`config.mk`:
```
export PLATFORM = sky130hd
export DESIGN_NAME = pwm_slew_driver
export DESIGN_NICKNAME = d
export VERILOG_FILES = /design/src/rtl/pwm_slew_driver_pkg.sv /design/src/rtl/pwm_slew_driver_period_counter.sv /design/src/rtl/pwm_slew_driver.sv
export SDC_FILE = /design/constraint.sdc
export NUM_CORES = 1
export LEC_CHECK = 0
export CAP_MARGIN = 20
export CORE_MARGIN = 4
export CORE_UTILIZATION = 24
export DETAILED_ROUTE_END_ITERATION = 16
export SLEW_MARGIN = 20
export SYNTH_ARGS = -nofsm -noshare
export SYNTH_HDL_FRONTEND = slang
export SYNTH_SLANG_ARGS = --single-unit
export TNS_END_PERCENT = 100
```
`constraint.sdc`:
```
create_clock -name clk -period 6.71 [get_ports clk]
set_input_delay 1.0065 -clock clk [delete_from_list [all_inputs] [get_ports clk]]
set_output_delay 1.0065 -clock clk [all_outputs]
set_load 0.005 [all_outputs]
```
`src/rtl/pwm_slew_driver_pkg.sv`:
```
// pwm_slew_driver_pkg: shared PWM constants and output polarity helper.
package pwm_slew_driver_pkg;
    localparam int DEF_WIDTH  = 8;
    localparam int DEF_PERIOD = 256;

    function automatic logic inactive_level(input logic active_high);
        return !active_high;
    endfunction
endpackage

```
`src/rtl/pwm_slew_driver_period_counter.sv`:
```
// pwm_period_counter: free-running PWM period counter, cleared while disabled.
module pwm_period_counter
    import pwm_slew_driver_pkg::*;
#(
    parameter int PERIOD = DEF_PERIOD
) (
    input  logic                      clk,
    input  logic                      rst,
    input  logic                      enable,
    output logic [$clog2(PERIOD)-1:0] cnt,
    output logic                      period_end
);
    localparam int CW = $clog2(PERIOD);

    assign period_end = enable && (cnt == CW'(PERIOD - 1));

    always_ff @(posedge clk or posedge rst) begin
        if (rst)
            cnt <= '0;
        else
            cnt <= (!enable || period_end) ? '0 : cnt + CW'(1);
    end
endmodule

```
`src/rtl/pwm_slew_driver.sv`:
```
// pwm_slew_driver: LED PWM stage with valid/ready duty intake,
// period-boundary updates and per-period slew limiting.
module pwm_slew_driver
    import pwm_slew_driver_pkg::*;
#(
    parameter int WIDTH       = DEF_WIDTH,
    parameter int PERIOD      = DEF_PERIOD,
    parameter int STEP        = 1,
    parameter int ACTIVE_HIGH = 1
) (
    input  logic             clk,
    input  logic             rst,
    input  logic             enable,
    input  logic [WIDTH-1:0] duty_target,
    input  logic             duty_valid,
    output logic             duty_ready,
    output logic             pwm_out,
    output logic             period_end,
    output logic [WIDTH-1:0] duty_cur,
    output logic             busy
);
    localparam int CW = $clog2(PERIOD);
    localparam int XW = CW > WIDTH ? CW : WIDTH;
    // a step wider than any possible distance always lands on the target
    localparam int unsigned STEP_C = STEP > (1 << WIDTH) ? (1 << WIDTH) : STEP;
    localparam logic [WIDTH:0] STEP_W = (WIDTH + 1)'(STEP_C);
    localparam logic AH = ACTIVE_HIGH != 0;

    logic [CW-1:0]    cnt;
    logic [WIDTH-1:0] target, pend, eff, slewed;
    logic [WIDTH:0]   diff;
    logic             pend_vld, xfer, up, pwm_raw;

    pwm_period_counter #(.PERIOD(PERIOD)) u_cnt (
        .clk       (clk),
        .rst       (rst),
        .enable    (enable),
        .cnt       (cnt),
        .period_end(period_end)
    );

    assign duty_ready = !pend_vld;
    assign xfer       = duty_valid && duty_ready;
    assign eff        = pend_vld ? pend : target;
    assign busy       = duty_cur != eff;

    always_comb begin
        up      = eff > duty_cur;
        diff    = up ? {1'b0, eff} - {1'b0, duty_cur} : {1'b0, duty_cur} - {1'b0, eff};
        slewed  = diff <= STEP_W ? eff :
                  up ? duty_cur + STEP_W[WIDTH-1:0] : duty_cur - STEP_W[WIDTH-1:0];
        pwm_raw = enable && (XW'(cnt) < XW'(duty_cur));
    end

    always_ff @(posedge clk or posedge rst) begin
        if (rst) begin
            duty_cur <= '0;
            target   <= '0;
            pend     <= '0;
            pend_vld <= 1'b0;
            pwm_out  <= inactive_level(AH);
        end else begin
            if (xfer)
                pend <= duty_target;
            pend_vld <= xfer || (pend_vld && !period_end);
            if (period_end) begin
                target   <= eff;
                duty_cur <= slewed;
            end
            pwm_out <= AH ? pwm_raw : !pwm_raw;
        end
    end
endmodule

```
==> results by group, run 1 <==
Run status
  – Status: finished, final reports clean

Drt
  – First-pass DRT Iterations: 4
  – Drt drc: 0
  – Via count: 2104
  – Via/cell ratio: 4.65
  – Initial DRC Count: 125
  – Final Routed Wirelength: 6010 um
  – DRT antenna net count: 0
  – Wire per inst: 13.3 um

Worst hold path
  – Hold endpoint: target[0]$_DFFE_PP0P_
  – Worst Min Path Start: target[0]$_DFFE_PP0P_
  – Hold Crit Depth: 1
  – Min-Delay Path Class: reg2reg

Setup path
  – Slowest-stage cell, CP: dfrtp_1
  – FF-to-FF End: duty_cur[7]$_DFFE_PP0P_
  – Reg-to-reg setup timing slack: 2.00 ns
  – Worst EP arrival: 4.88 ns
  – Max FO, Critical Path: 11
  – CP Capture Type: flip-flop
  – CP peak stage delay: 0.65 ns
  – Crit path kind: reg2reg
  – Crit start category: flip-flop
  – Worst EP required: 6.88 ns
  – CP cell instances: mux2i_1, inv_1, ha_1, a21oi_1, a21boi_0, o31a_1, o31ai_1, buf_4, ha_1, a21o_1, a21oi_1, o21ai_0, o41ai_1, xor2_1, or3_1, a21oi_1, a221o_1
  – CP dominant cell by count: a21oi_1
  – Cells on worst reg2reg path: 17
  – FF-to-FF Start: pend_vld$_DFF_PP0_

Yosys
  – Cells after Synth: 290
  – Post-synthesis xor/xnor area fraction: 4.62%
  – Largest family of logic cells by synthesized area: compound AO/OA/AOI/OAI gates
  – Post-synth top area share: 32.1%
  – Most numerous cell in the Yosys netlist: dfrtp_1
  – Post-synth top cells: dfrtp_1, ha_1, inv_1, nor2_1, a21oi_1
  – Sequential cell area fraction in the yosys report: 32.1%
  – Post-synthesis mux area share: 9.91%
  – Main flop type after synthesis: dfrtp_1
  – Synth Area in Compound Gates: 16.8%
  – Yosys warns: 0
  – Post-synth EDFFs: 0
  – Post-Synth Simple-Gate Area: 14.1%
  – Synth top area cells: dfrtp_1, ha_1, mux2i_1, mux2_2, a21o_1
  – Adder-Cell Fraction of Synth Area: 16.4%
  – Avg Inst Size Synth: 9.14 um2
  – Area leader, netlist: dfrtp_1
  – #FFs+latches synth: 34
  – Netlist cell types: 46
  – Area of the mapped netlist: 0.00265 mm2
  – Syn_nets: 335
  – Ys async rst share: 100%

STA
  – Final Skew: 0.00520 ns
  – Max_slew headroom: 51.0%
  – Final setup viols: 0
  – Fin Setup TNS: 0 ns
  – Final min period: 4.71 ns
  – Hold_ws: 0.477 ns
  – Hold Vio Cnt, Final: 0
  – RSZ-0062 raised after global routing: no
  – Peak Freq: 212 MHz
  – Final period util: 70.1%
  – Final worst slack: 2.00 ns
  – Pins Over Slew Limit: 0
  – Slew @ Worst Pin: 0.733 ns

Layout
  – Fillcell total: 1174
  – Ratio of cells with drive above 1 in the final layout: 7.37%
  – Fin util: 28.9%
  – Non-Filler Instances: 452
  – Syn-to-layout area delta: 18.1%
  – N_diodes: 0
  – Final instance area: 0.00313 mm2
  – Nets@finish: 357

GRT
  – Largest net degree at the start of global routing: 35
  – Initial antenna violation count: 0
  – Grt total ovfl: 0
  – GRT Resource Usage Total: 9.78%
  – First-pass GRT wire length: 10200 um
  – Vias in the first global route: 2153

Run
  – Total of max-cap violations: 0

Clocking
  – Later-pin clock latency in the skew report: 0.29 ns
  – Resize count post-CTS: 0
  – Total setup buffers inserted after CTS: 0
  – Clock Pin Slew Worst Setup and Hold Paths: 0.07 ns
  – Max clock buf depth: 2
  – H-tree depth: 2
  – TritonCTS clock tree: done
  – # hold bufs at CTS: 0
  – Root buffer cell: clkbuf_8
  – Sink Count: 34
  – Total CTS buffers: 5

Power and ir drop
  – Final Power: 832 uW
  – Max IR drop VDD: 0.124 mV
  – Pleak: 1.47 nW
  – Pwr Density: 266 mW/mm2

Floorplanning
  – Die area: 0.0128 mm2
  – Initial core utilization: 24.5%
  – # rows: 38
  – Core area: 0.0108 mm2
  – Io pins: 24
  – Die width: 113 um
  – Die Ht: 113 um

Placement
  – HPWL after DPL: 4720 um
  – Placed cells: 445
  – PortBufs: 23
  – Pre-CTS WS: 2.03 ns
  – Global placement routability congestion: 0.819
  – Placed inst area: 0.00302 mm2
==> routing by layer <==
layer / GRT usage [%] / vias up / wire length (um)
li1: - / 1047 / -
met3: 1.44 / 7 / 160
met5: 0 / - / 0
met2: 17.4 / 37 / 3080
met4: 3.29 / 0 / 68
met1: 12.1 / 1013 / 2700
==> placed cells by master, fill, tap and decap left out, types with 2 or more instances in the layout <==
cell type	instances
a21oi_1	19
and2_1	2
nor2b_1	2
xnor2_1	7
o21bai_1	2
o21a_1	3
xor2_1	7
clkdlybuf4s50_1	23
mux2_2	10
a21o_1	14
a211oi_1	2
fa_1	3
o21ai_0	14
nor2_1	26
a221o_1	2
nand2b_1	5
nand2_1	18
nor3_1	5
nand4_1	3
nand3_1	7
or4_1	2
clkbuf_8	6
a31oi_1	2
buf_4	3
dfrtp_1	34
ha_1	30
o21ai_1	2
inv_1	26
mux2i_1	15
==> cell families after synthesis <==
family                   count (synthesis)
multiplexers                            25
AO/OA/AOI/OAI                           69
buffers and inverters                   37
adder cells (fa/ha/maj)                 33
AND/OR/NAND/NOR                         78
XOR/XNOR                                14
flip-flops                              34
==> worst max-delay path, delay by kind of cell (launching register included) <==
| family | cells | cell delay (ns) |
|---|---|---|
| buffers and inverters | 2 | 0.37 |
| AOI/OAI and AO/OA | 10 | 2.18 |
| xor gates and xnor gates | 1 | 0.20 |
| adders and majority gates | 2 | 0.69 |
| muxes | 1 | 0.37 |
| DFF | 1 | 0.65 |
| and+or+nand+nor | 1 | 0.12 |
==> report_power, final <==
part           switching [mW]  internal, mW  total (mW)  leakage [nW]
sequential             0.0153         0.226       0.241         0.443
clock                  0.0760         0.119       0.195        0.0573
combinational           0.222         0.174       0.396         0.966
==> state kept, by name, summed over array words and instances, names as in the netlist <==
register,cells
pend,8
duty_cur,8
u_cnt.cnt,8
target,8
pwm_out,1
pend_vld,1
==> final cells by class <==
cell class | instances | area [um2] | share of cell area (%)
clock buffers | 6 | 82.6 | 2.64
inverters | 26 | 97.6 | 3.12
well taps | 140 | 175 | 5.60
repair buffers | 26 | 253 | 8.07
flip-flops and latches | 34 | 851 | 27.2
multi-input cells | 219 | 1640 | 52.4
clock inverters | 1 | 30.0 | 0.959
==> how the worst max path moves through the flow <==
stage / start / end / slack (ns) / cells past startpoint
final: pend_vld$_DFF_PP0_ / duty_cur[7]$_DFFE_PP0P_ / 2.00 / 17
after global placement: pend_vld$_DFF_PP0_ / duty_cur[7]$_DFFE_PP0P_ / 2.12 / 17
after floorplan: pend_vld$_DFF_PP0_ / duty_cur[7]$_DFFE_PP0P_ / 1.99 / 18
after CTS: pend_vld$_DFF_PP0_ / duty_cur[7]$_DFFE_PP0P_ / 2.00 / 17
after detailed placement: pend_vld$_DFF_PP0_ / duty_cur[7]$_DFFE_PP0P_ / 2.03 / 17
after global routing: pend_vld$_DFF_PP0_ / duty_cur[7]$_DFFE_PP0P_ / 1.59 / 17
No activity file was read; power rests on OpenSTA's default activity.
==> run 2, diff against run 1 <==
==> constraint.sdc (replaced) <==
create_clock -name clk -period 4.6 [get_ports clk]
set_input_delay 0.69 -clock clk [delete_from_list [all_inputs] [get_ports clk]]
set_output_delay 0.69 -clock clk [all_outputs]
set_load 0.005 [all_outputs]
==> results by group, run 2 (synthesized netlist as in run 1, its figures left out) <==
GRT
  – GRT Resource Usage Total: 10.4% (+0.63 points)
  – Grt total ovfl: 0 (unchanged)
  – Initial antenna violation count: 0 (unchanged)
  – Largest net degree at the start of global routing: 35 (unchanged)
  – Vias in the first global route: 2213 (+2.8%)
  – First-pass GRT wire length: 10800 um (+5.8%)

Setup path
  – CP dominant cell by count: a21oi_1
  – Cell family with most CP delay: compound AO/OA/AOI/OAI gates
  – Slowest-stage cell, CP: dfrtp_2
  – CP cell instances: mux2i_1, inv_1, ha_1, a21oi_1, a21boi_0, o31a_1, o31ai_2, buf_4, ha_1, a21oi_1, o21ai_0, o41ai_2, xor2_1, or3_1, a21oi_1, a221o_1
  – Worst EP required: 4.77 ns (-2.11 ns)
  – Worst EP arrival: 4.25 ns (-0.63 ns)
  – Crit path kind: reg2reg
  – Crit start category: flip-flop
  – Max FO, Critical Path: 10 (-1)
  – Reg-to-reg setup timing slack: 0.52 ns (-1.48 ns)
  – Buffers & Inverters on Critical Path: 2 (unchanged)
  – CP Capture Type: flip-flop
  – CP peak stage delay: 0.48 ns (-0.17 ns)

Clocking
  – TritonCTS clock tree: done
  – Total CTS buffers: 5 (unchanged)
  – Max clock buf depth: 2 (unchanged)
  – H-tree depth: 2 (unchanged)
  – Root buffer cell: clkbuf_8
  – Total setup buffers inserted after CTS: 0 (unchanged)
  – Sink Count: 34 (unchanged)
  – Clock Pin Slew Worst Setup and Hold Paths: 0.07 ns (about the same)
  – Later-pin clock latency in the skew report: 0.29 ns (about the same)

STA
  – Final period util: 88.7% (+19 points)
  – Hold Vio Cnt, Final: 0 (unchanged)
  – Final Skew: 0.00807 ns (+0.00287 ns)
  – RSZ-0062 raised after global routing: no
  – Max_slew headroom: 47.4% (-3.6 points)
  – Slew @ Worst Pin: 0.787 ns (+0.0540 ns)
  – Peak Freq: 245 MHz (+15%)
  – Final min period: 4.08 ns (-0.626 ns)
  – Fin Setup TNS: 0 ns (unchanged)
  – Pins Over Slew Limit: 0 (unchanged)
  – Final setup viols: 0 (unchanged)

Power and ir drop
  – Final Power: 1.18 mW (+42%)
  – Pleak: 1.49 nW (+1.3%)
  – Max IR drop VDD: 0.162 mV (+31%)
  – Pwr Density: 374 mW/mm2 (+41%)

Drt
  – Via/cell ratio: 4.61 (-0.93%)
  – DRT antenna net count: 0 (unchanged)
  – Via count: 2112 (+0.38%)
  – Wire per inst: 13.9 um (+4.1%)
  – Initial DRC Count: 157 (+26%)
  – Final Routed Wirelength: 6340 um (+5.5%)
  – First-pass DRT Iterations: 4 (unchanged)
  – Drt drc: 0 (unchanged)

Layout
  – Syn-to-layout area delta: 19.0%
  – N_diodes: 0 (unchanged)
  – Ratio of cells with drive above 1 in the final layout: 10.1% (+2.7 points)
  – Nets@finish: 363 (+1.7%)
  – Most frequent cells in the layout: dfrtp_1, ha_1, inv_1, nor2_1, clkdlybuf4s50_1
  – Most common cell after layout, fill and taps aside: dfrtp_1
  – Fillcell total: 1178 (+0.34%)

Floorplanning
  – Die area: 0.0128 mm2 (unchanged)
  – # rows: 38 (unchanged)
  – Die Ht: 113 um (unchanged)
  – Io pins: 24 (unchanged)
  – Initial core utilization: 24.5% (unchanged)
  – Core area: 0.0108 mm2 (unchanged)
  – Die width: 113 um (unchanged)

Placement
  – PortBufs: 23 (unchanged)
  – HPWL after DPL: 4990 um (+5.7%)
  – Global placement routability congestion: 0.855 (+4.4%)

Run status
  – Status: finished, final reports clean

Run
  – Total of max-cap violations: 0 (unchanged)

Worst hold path
  – Min-Delay Path Class: reg2reg
-- run 2: cell types whose count changed in the layout (fill, tap and decap cells not counted) --
cell       change
bufinv_16      -1
clkinv_2       +2
buf_4          +6
o31ai_2        +1
o31ai_1        -1
clkbuf_8       -1
dfrtp_2        +1
o41ai_2        +1
o41ai_1        -1
dfrtp_1        -1
-- run 2: where the power goes --
| part | leakage, nW | internal (mW) | total [mW] | switching, mW |
|---|---|---|---|---|
| logic | 1.00 | 0.280 | 0.616 | 0.336 |
| registers | 0.442 | 0.330 | 0.352 | 0.0224 |
| clock network | 0.0438 | 0.102 | 0.212 | 0.110 |
-- run 2: timing repair --
action / in CTS / in global routing
resized for setup: 0 / 2
setup endpoints to repair: 0 / 1
hold buffers: 0 / 0
-- run 2: metrics by stage --
stage | setup WS (ns) | hold slack, ns | instances | cell area [um2] | util, %
2_1_floorplan | 0.176 | 0.449 | 290 | 2660 | -
3_3_place_gp | 0.502 | 0.465 | 451 | 3070 | 28.3
3_5_place_dp | 0.419 | 0.472 | 451 | 3070 | 28.3
4_1_cts | 0.376 | 0.488 | 458 | 3150 | 29.0
5_1_grt | 0.0598 | 0.505 | 458 | 3160 | 29.1
6_report | 0.519 | 0.484 | 458 | 3160 | 29.1
-- run 2: final cells by class --
class / count / area [um2] / area share, %
multi-input cells: 219 / 1650 / 52.4
flip-flops and latches: 34 / 852 / 27.0
repair buffers: 32 / 298 / 9.44
well taps: 140 / 175 / 5.55
inverters: 26 / 97.6 / 3.09
clock buffers: 5 / 68.8 / 2.18
clock inverters: 2 / 10.0 / 0.317
-- run 2: final timing paths --
check | cells after the start | start | end
setup / recovery | 16 | pend_vld$_DFF_PP0_ | duty_cur[7]$_DFFE_PP0P_
hold / removal | 2 | target[5]$_DFFE_PP0P_ | target[5]$_DFFE_PP0P_
setup reg to reg | 16 | pend_vld$_DFF_PP0_ | duty_cur[7]$_DFFE_PP0P_
hold reg to reg | 2 | target[5]$_DFFE_PP0P_ | target[5]$_DFFE_PP0P_
max in group asynchronous | 3 | rst | pend_vld$_DFF_PP0_
min in group asynchronous | 3 | rst | u_cnt.cnt[6]$_DFF_PP0_
-- run 2: worst min-delay path, cell delays in order (launching register included) --
cell	delay [ns]
dfrtp_1	0.34
nand2_1	0.05
o21ai_0	0.06
-- run 2: routing by layer --
layer	share of wire (%)	global-route usage [%]
met1	43	12.8
met2	51	18.9
met3	4.1	1.93
met4	1.2	2.24
met5	0	0
==> run 3, diff against run 2 <==
--- a/config.mk
+++ b/config.mk
@@ -9,6 +9,7 @@
 export CORE_MARGIN = 4
 export CORE_UTILIZATION = 24
 export DETAILED_ROUTE_END_ITERATION = 16
+export RECOVER_POWER = 50
 export SLEW_MARGIN = 20
 export SYNTH_ARGS = -nofsm -noshare
 export SYNTH_HDL_FRONTEND = slang
==> results by group, run 3 (synthesized netlist as in run 1, its figures left out) <==
Run status
  – Status: complete, but fails checks
  – Failing checks: capacitance limit, slew limit

Power and ir drop
  – Reg power frac: 29.9% (about the same)
  – Max IR drop VDD: 0.162 mV (about the same)
  – Final Power: 1.18 mW (about the same)
  – Pwr Density: 374 mW/mm2 (about the same)
  – Sw frac: 39.8% (about the same)
  – Power share of the clock group: 17.9% (about the same)
  – Sw Pwr: 469 uW (about the same)
  – Pleak: 1.48 nW (-0.36%)
  – Combinational power share: 52.2% (about the same)
  – Internal: 710 uW (about the same)

STA
  – Hold Vio Cnt, Final: 0 (unchanged)
  – Final worst slack: 0.519 ns (+0.00000200 ns)
  – Final min period: 4.08 ns (-0.00000200 ns)
  – Fin Setup TNS: 0 ns (unchanged)
  – Slew @ Worst Pin: 1.86 ns (+1.07 ns)
  – Final Skew: 0.00807 ns (unchanged)
  – Hold_ws: 0.484 ns (-0.0000510 ns)
  – Final period util: 88.7% (about the same)
  – RSZ-0062 raised after global routing: no
  – Pins Over Slew Limit: 35 (+35)
  – Final setup viols: 0 (unchanged)
  – Max_slew headroom: -23.9% (-71 points)
  – Peak Freq: 245 MHz (unchanged)

Drt
  – Wire per inst: 13.9 um (about the same)
  – Via/cell ratio: 4.61 (about the same)
  – First-pass DRT Iterations: 4 (unchanged)
  – DRT antenna net count: 0 (unchanged)
  – Drt drc: 0 (unchanged)
  – Final Routed Wirelength: 6350 um (about the same)
  – Initial DRC Count: 156 (-0.64%)
  – Via count: 2111 (-0.047%)

GRT
  – Grt total ovfl: 0 (unchanged)
  – Initial antenna violation count: 0 (unchanged)
  – Vias in the first global route: 2213 (unchanged)
  – First-pass GRT wire length: 10800 um (unchanged)
  – Largest net degree at the start of global routing: 35 (unchanged)
  – GRT Resource Usage Total: 10.4% (unchanged)

Clocking
  – # hold bufs at CTS: 0 (unchanged)
  – TritonCTS clock tree: done
  – Resize count post-CTS: 0 (unchanged)
  – H-tree depth: 2 (unchanged)
  – Total CTS buffers: 5 (unchanged)
  – Sink Count: 34 (unchanged)
  – Total setup buffers inserted after CTS: 0 (unchanged)
  – Max clock buf depth: 2 (unchanged)
  – Clock Pin Slew Worst Setup and Hold Paths: 0.07 ns (about the same)
  – Root buffer cell: clkbuf_8
  – Later-pin clock latency in the skew report: 0.29 ns (about the same)

Layout
  – Most common cell after layout, fill and taps aside: dfrtp_1
  – Ratio of cells with drive above 1 in the final layout: 9.75% (-0.31 points)
  – Nets@finish: 363 (unchanged)
  – Final instance area: 0.00315 mm2 (-0.12%)
  – Syn-to-layout area delta: 18.9%
  – Fillcell total: 1177 (-0.085%)
  – N_diodes: 0 (unchanged)
  – Most frequent cells in the layout: dfrtp_1, ha_1, inv_1, nor2_1, clkdlybuf4s50_1

Setup path
  – Worst EP required: 4.77 ns (about the same)
  – Crit path kind: reg2reg
  – CP Capture Type: flip-flop
  – Max FO, Critical Path: 10 (unchanged)
  – Crit start category: flip-flop
  – Worst EP arrival: 4.25 ns (about the same)

Placement
  – Pre-CTS WS: 0.419 ns (unchanged)
  – Global placement routability congestion: 0.855 (unchanged)
  – HPWL after DPL: 4990 um (unchanged)
  – Placed inst area: 0.00307 mm2 (unchanged)
  – PortBufs: 23 (unchanged)

Floorplanning
  – Io pins: 24 (unchanged)
  – Core area: 0.0108 mm2 (unchanged)
  – # rows: 38 (unchanged)
  – Die Ht: 113 um (unchanged)
  – Initial core utilization: 24.5% (unchanged)
  – Die width: 113 um (unchanged)
  – Die area: 0.0128 mm2 (unchanged)

Run
  – Total of max-cap violations: 1 (+1)

Worst hold path
  – Min-Delay Path Class: reg2reg
run 3: cell count changes in the layout (fill, tap and decap cells not counted):
cell,delta
buf_4,-1
clkdlybuf4s50_1,-1
clkbuf_1,+1
and2_1,-2
and2_0,+2
dlygate4sd3_1,+1
run 3: power by group through the flow:
stage / Sequential (mW) / Combinational, mW / Clock, mW
floorplan: 0.347 / 0.468 / 0
global placement: 0.357 / 0.601 / 0
detailed placement: 0.359 / 0.608 / 0
CTS: 0.352 / 0.611 / 0.220
global route: 0.356 / 0.690 / 0.231
finish: 0.352 / 0.616 / 0.212
run 3: layout make-up:
class                   count  area, um2  area share, %
multi-input cells         219       1650           52.5
flip-flops and latches     34        852           27.0
repair buffers             32        294           9.33
well taps                 140        175           5.56
inverters                  26       97.6           3.10
clock buffers               5       68.8           2.18
clock inverters             2       10.0          0.318
run 3: worst paths after layout:
path / startpoint / to / slack, ns / cells past startpoint
max: pend_vld$_DFF_PP0_ / duty_cur[7]$_DFFE_PP0P_ / 0.52 / 16
min: target[5]$_DFFE_PP0P_ / target[5]$_DFFE_PP0P_ / 0.48 / 2
max reg2reg: pend_vld$_DFF_PP0_ / duty_cur[7]$_DFFE_PP0P_ / 0.52 / 16
min reg2reg: target[5]$_DFFE_PP0P_ / target[5]$_DFFE_PP0P_ / 0.48 / 2
max in group asynchronous: rst / pend_vld$_DFF_PP0_ / 1.88 / 3
min in group asynchronous: rst / u_cnt.cnt[6]$_DFF_PP0_ / 1.50 / 3
run 3: worst max-delay path, cell delays in order (launching register included):
cell and delay, ns:
dfrtp_2 0.48, mux2i_1 0.29, inv_1 0.10, ha_1 0.43, a21oi_1 0.21, a21boi_0 0.11
o31a_1 0.31, o31ai_2 0.22, buf_4 0.22, ha_1 0.27, a21oi_1 0.21, o21ai_0 0.19
o41ai_2 0.26, xor2_1 0.22, or3_1 0.13, a21oi_1 0.06, a221o_1 0.25
run 3: through the flow:
| step | utilization [%] | std cells |
|---|---|---|
| floorplan | - | 290 |
| global placement | 28.3 | 451 |
| detailed placement | 28.3 | 451 |
| CTS | 29.0 | 458 |
| global route | 29.1 | 458 |
| finish | 29.1 | 458 |
run 3: per-layer routing:
layer	vias up	track usage (%)	part of all wire, %
met2	50	18.9	51
li1	1063	-	-
met1	987	12.8	43
met5	-	0	0
met3	11	1.93	4.1
met4	0	2.24	1.2
